===== src/rtl/bcd_counter_n.sv =====
// N-digit BCD up/down counter with programmable [MIN_BCD, MAX_BCD] range, load and flags.
// Define BCD_COUNTER_SATURATE_EN to hold at the range limits instead of wrapping.
module bcd_counter_n #(
  parameter int unsigned DIGITS = 2,
  parameter logic [4*DIGITS-1:0] MIN_BCD = (4*DIGITS)'('h01),
  parameter logic [4*DIGITS-1:0] MAX_BCD = (4*DIGITS)'('h99)
) (
  input  logic                  clk,
  input  logic                  rst,
  input  logic                  en,
  input  logic                  up,
  input  logic                  load,
  input  logic [4*DIGITS-1:0]   load_val,
  output logic [4*DIGITS-1:0]   out,
  output logic                  wrap,
  output logic                  load_err
);

  localparam int unsigned W = 4 * DIGITS;

`ifdef BCD_COUNTER_SATURATE_EN
  localparam logic [W-1:0] LimitUpVal = MAX_BCD;
  localparam logic [W-1:0] LimitDnVal = MIN_BCD;
`else
  localparam logic [W-1:0] LimitUpVal = MIN_BCD;
  localparam logic [W-1:0] LimitDnVal = MAX_BCD;
`endif

  logic [W-1:0] count_q, count_d;
  logic         wrap_q, wrap_d;
  logic         err_q, err_d;
  logic [W-1:0] inc_val, dec_val;
  logic         load_bcd_ok, load_ok;

  always_comb begin
    load_bcd_ok = 1'b1;
    for (int i = 0; i < int'(DIGITS); i++) begin
      if (load_val[4*i +: 4] > 4'd9) load_bcd_ok = 1'b0;
    end
  end

  // On valid BCD the binary magnitude compare matches the decimal one.
  assign load_ok = load_bcd_ok && (load_val >= MIN_BCD) && (load_val <= MAX_BCD);

  always_comb begin
    logic carry;
    logic borrow;
    inc_val = count_q;
    dec_val = count_q;
    carry   = 1'b1;
    borrow  = 1'b1;
    for (int i = 0; i < int'(DIGITS); i++) begin
      if (carry) begin
        if (count_q[4*i +: 4] == 4'd9) begin
          inc_val[4*i +: 4] = 4'd0;
        end else begin
          inc_val[4*i +: 4] = count_q[4*i +: 4] + 4'd1;
          carry = 1'b0;
        end
      end
      if (borrow) begin
        if (count_q[4*i +: 4] == 4'd0) begin
          dec_val[4*i +: 4] = 4'd9;
        end else begin
          dec_val[4*i +: 4] = count_q[4*i +: 4] - 4'd1;
          borrow = 1'b0;
        end
      end
    end
  end

  always_comb begin
    count_d = count_q;
    wrap_d  = 1'b0;
    err_d   = 1'b0;
    if (load) begin
      if (load_ok) count_d = load_val;
      else         err_d   = 1'b1;
    end else if (en) begin
      if (up) begin
        if (count_q == MAX_BCD) begin
          count_d = LimitUpVal;
          wrap_d  = 1'b1;
        end else begin
          count_d = inc_val;
        end
      end else begin
        if (count_q == MIN_BCD) begin
          count_d = LimitDnVal;
          wrap_d  = 1'b1;
        end else begin
          count_d = dec_val;
        end
      end
    end
  end

  always_ff @(posedge clk or negedge rst) begin
    if (!rst) begin
      count_q <= MIN_BCD;
      wrap_q  <= 1'b0;
      err_q   <= 1'b0;
    end else begin
      count_q <= count_d;
      wrap_q  <= wrap_d;
      err_q   <= err_d;
    end
  end

  assign out      = count_q;
  assign wrap     = wrap_q;
  assign load_err = err_q;

endmodule


===== config.mk =====
export PLATFORM = sky130hd
export DESIGN_NAME = bcd_counter_n
export DESIGN_NICKNAME = d
export VERILOG_FILES = /design/src/rtl/bcd_counter_n.sv
export SDC_FILE = /design/constraint.sdc
export NUM_CORES = 1
export LEC_CHECK = 0
export BUFFER_PORTS_ARGS = -buffer_cell sky130_fd_sc_hd__buf_2
export CAP_MARGIN = 20
export CORE_UTILIZATION = 47
export DETAILED_ROUTE_END_ITERATION = 10
export HOLD_SLACK_MARGIN = 0.15
export PLACE_DENSITY = 0.75
export SYNTH_ARGS = -nofsm -noshare
export SYNTH_HDL_FRONTEND = slang
export SYNTH_SLANG_ARGS = --single-unit

===== constraint.sdc =====
create_clock -name clk -period 1.6 [get_ports clk]
set_input_delay 0.4 -clock clk [delete_from_list [all_inputs] [get_ports clk]]
set_output_delay 0.4 -clock clk [all_outputs]
set_load 0.02 [all_outputs]

== Word-level counts from Yosys, hierarchy flattened ==
Index checks and enable logic that the tools add are counted.
Word-level totals
  register bits after elaboration: 10
  input port bits: 13
  output and inout bits: 10
  logic and storage cells: 49
Cells by class
  add/subtract/negate cells: 4
  order comparisons: 4
  equal/unequal tests: 6
  multiplexer cells: 23
  reductions and logical operators: 8
Operators with widths (count)
  8-bit 2-to-1 mux: 6
  4-bit 2-to-1 mux: 6
  1-bit 2-to-1 mux: 11
  4-bit by 1-bit adder with 4-bit output, second input constant: 2
  4-bit equality test, second input constant: 2
  8-bit by 1-bit equality test with 1-bit output, second input constant: 1
  8-bit equality test, second input constant: 1
  8-bit by 1-bit greater-or-equal comparator with 1-bit output, second input constant: 1
  4-bit greater-than comparator, second input constant: 2
  8-bit less-or-equal comparator, second input constant: 1
  4-bit zero test: 2
  4-bit by 1-bit subtractor with 4-bit output, second input constant: 2
  4-bit by 1-bit inequality test with 1-bit output, second input constant: 1
  4-bit AND reduction: 1
  4-bit nonzero test: 1
  1-bit logical AND: 2
  2-bit by 1-bit inequality test with 1-bit output, second input constant: 1
  2-bit AND reduction: 1
  2-bit nonzero test: 1

== Logic depth before layout (Yosys ltp) ==
  depth in word-level cells: 7
  mapped depth: 7
  mapped depth without buffers: 7

== Worst setup path after synthesis ==
Ideal clock, no wire load.
  path type: register to register
  start point: register count_q[4] (netlist: out[4])
  end point: register count_q[7] (netlist: out[7])
  library setup time: 125 ps
  arrival time: 1801 ps
  required time: 1475 ps
  slack: -326 ps
  stages on the path, launching flop included: 8
  buffers on the path: 0
  clock period less this slack: 1926 ps
  cells stage by stage: dfrtp_1 > inv_1 > ha_1 > nor3b_2 > nand3_1 > nand2_1 > a31oi_4 > mux2_4
Between the ends
  word-level cells in the longest chain between the ends: 7
  elaborated cells on any way between the ends: 18
  those cells by class: add/sub: 2; eq/ne: 4; mux: 9; reduce/logical: 3
Ends and longest elaborated chain
  start, declared: RTL line 29  | logic [W-1:0] count_q, count_d;
  start signal, assigned: RTL line 104  | count_q <= count_d;
  4-bit by 1-bit subtractor with 4-bit output (tied with other cells): RTL line 65  | dec_val[4*i +: 4] = count_q[4*i +: 4] - 4'd1;
  4-bit 2-to-1 mux, on equally long branches: RTL line 62, 54
  4-bit 2-to-1 mux, on equally long branches: RTL line 61, 53
  8-bit 2-to-1 mux, on equally long branches: RTL line 88, 81
  8-bit 2-to-1 mux: RTL line 80  | if (up) begin
  8-bit 2-to-1 mux: RTL line 79  | end else if (en) begin
  8-bit 2-to-1 mux: RTL line 76  | if (load) begin
Several ways; a longest one is shown, not always the timed one. The select of a mux whose other input is x is not followed.
A chain may end at the register's enable or synchronous reset.

== Final worst setup path ==
Ends and elaborated chain as after synthesis.

==> metrics.txt <==
status=finished with violations; failing checks=negative setup slack; Required @ worst endpoint=1.75 ns; Worst Path Class, Setup=register to register; dpl cells=186; first-pass GRT wire length=approximately 4.1 mm; Post-DP Area=~1300 sq um; Layout area overhead=50.27%; Leakage=0.6458 nW; Yosys warning count=0; die area=2179 sq um; Core Rows=15; EDFF count, synth=0; Via Count=approximately 1100; Synth Register Bits=10; WP data arrival=1.81 ns; CTS Buf Count=3; Root Buffer=clkbuf_4; mapped cell area=938.4 sq um; Clock Latency Late Sink=0.26 ns; # IOs=23; # fillers=112; wire per inst=14.97 microns; fin util=78.26%; reg-to-reg critical path endpoint=out[7]$_DFFE_PN0P_; Fin Hold WS=0.4217 ns; Critical Path End=out[7]$_DFFE_PN0P_; multi-input logic area=approximately 700 sq um; PortBufs=22; drc violations=0; flop2flop setup slack=-0.06 ns; proportion of synthesized chip area in sequential cells=26.80%; worst vdd ir=a little under 800 uV; H-tree Lvls=1; synthesized instance count=116; min Tclk post-route=around 1.7 ns; critical path launch point type=register; reg2reg start=out[4]$_DFFE_PN0P_; skew final=0.007931 ns; core area=1802 sq um; Mapped Nets=132; vias in the first global route=993; Async S/R FF share, synth=100.0%; Layout Cells excl Fill=about 190; CP endpoint kind=register; commonest cells after routing, fill and taps aside=buf_4, buf_2, nand2_1, nor2_1, dfrtp_1; slew margin rel.=75.50%; final-report max-slew violation count=0; Ant. Diodes=0; hold crit path type=input port to register; period utilisation layout=103.5%; HPWL Detailed=2.160 mm; worst hold path cell count=3; final hold vios=0; RD Place Congestion=0.8646; commonest non-fill, non-tap cell in the layout=buf_4; final setup violation count=4; Die Ht=46.69 microns; Starting DRT DRC Count=38; ANT nets after route=0; FMAX=between 600 and 700 MHz; Yosys cell types=44; post-route cell area=~1400 sq um; largest net degree at the start of global routing=22; gr usage total=27.33%; clk slew on worst S/H paths=around 0.07 ns; Die Wd=approximately 47 microns; Pwr Density=1218 nW/um^2; CP Launch Point=out[4]$_DFFE_PN0P_; critical path peak fanout=4; Register Area=254.0 sq um; initial core utilization=52.08%; Total Wirelength=2.889 mm; reg2reg path depth=7; DRT Pass-1 Iters=4; initial antenna violation count=0; CTS Sinks=10; syn_area_per_cell=just over 8 sq um; aggregate global routing overflow=0; Final nets=around 190; Most used DFF post-synth=dfrtp_1; Max Buffers Root-to-Sink=2; worst slew pin tran=around 0.37 ns; Final Worst Setup Slack=-0.05635 ns; RSZ-0062 raised after global routing=true; share of cells above drive strength 1=45.83%; CTS tree=built; Max Cap Viol=0; drt via density=5.948
==> repair_timing <==
item / CTS / global route
hold buffers: 1 / 0
resized for setup: 3 / 6
pin swaps: 3 / 10
buffers inserted: 2 / 0
hold endpoints to repair: 9 / 0
setup endpoints to repair: 6 / 7
==> sequential cells by signal, summed over array words and instances (netlist names) <==
| name | cells |
|---|---|
| out | 8 |
| load_err | 1 |
| wrap | 1 |
==> metrics by stage <==
step | power [mW] | setup slack [ns] | TNS (ns)
final | 1.718 | -0.05635 | -0.1716
after global routing | 1.826 | -0.1139 | -0.5150
after CTS | 1.681 | -0.06708 | -0.1409
after detailed placement | 1.457 | -0.2680 | -1.679
after global placement | 1.417 | -0.2449 | -1.499
after floorplan | 1.054 | -0.1805 | -0.3852
==> synth_stat cells, types with 3 or more instances <==
library cell / instances / share of area (%)
a21oi_1: 5 / 2.7
clkbuf_1: 6 / 2.4
dfrtp_1: 9 / 24
ha_1: 3 / 4.0
inv_1: 4 / 1.6
mux2i_1: 3 / 3.2
nand2_1: 13 / 5.2
nand2b_1: 6 / 4.0
nand3_1: 4 / 2.1
nor2_1: 12 / 4.8
nor2b_1: 3 / 2.0
o21ai_0: 6 / 3.2
==> power breakdown <==
part | internal [mW] | switching, mW
Sequential | 0.329 | 0.101
Combinational | 0.537 | 0.566
Clock | 0.0963 | 0.0878
==> area by class of cell <==
type	instances	area share, %
clock buffers	4	1.863
inverters	4	1.065
multi-input cells	95	49.42
flip-flops and latches	10	18.01
well taps	25	2.218
repair buffers	55	27.42
==> cell families (layout without fill, tap and decap cells) <==
family,count (synthesis),after routing,synth area share [%]
and+or+nand+nor,51,51,30.27
AOI/OAI and AO/OA,36,36,28.67
xor gates and xnor gates,1,1,0.9335
buffers and inverters,11,63,4.532
muxes,4,4,4.800
DFF,10,10,26.80
adders and majority gates,3,3,4.000
==> worst min-delay path by stage <==
stage,to,slack (ns),startpoint
2_1_floorplan,load_err$_DFF_PN0_,0.10,rst
3_3_place_gp,load_err$_DFF_PN0_,0.26,rst
3_5_place_dp,out[1]$_DFFE_PN0P_,0.27,rst
4_1_cts,wrap$_DFF_PN0_,0.41,en
5_1_grt,wrap$_DFF_PN0_,0.43,en
6_report,wrap$_DFF_PN0_,0.42,en
==> critical path: stages (launching register included) <==
cell	delay [ns]
dfrtp_2	0.43
inv_2	0.08
ha_4	0.12
nor3b_4	0.24
nand3_2	0.13
nand2_2	0.12
a31oi_4	0.10
mux2_4	0.32
==> layer usage <==
layer,vias to the layer above,routed length (microns),track usage (%)
met3,4,186,1.961
met1,556,1236,35.32
li1,534,-,-
met5,-,0,0
met2,54,1432,46.67
met4,0,33,10.86
(Power assumes the default switching activity.)
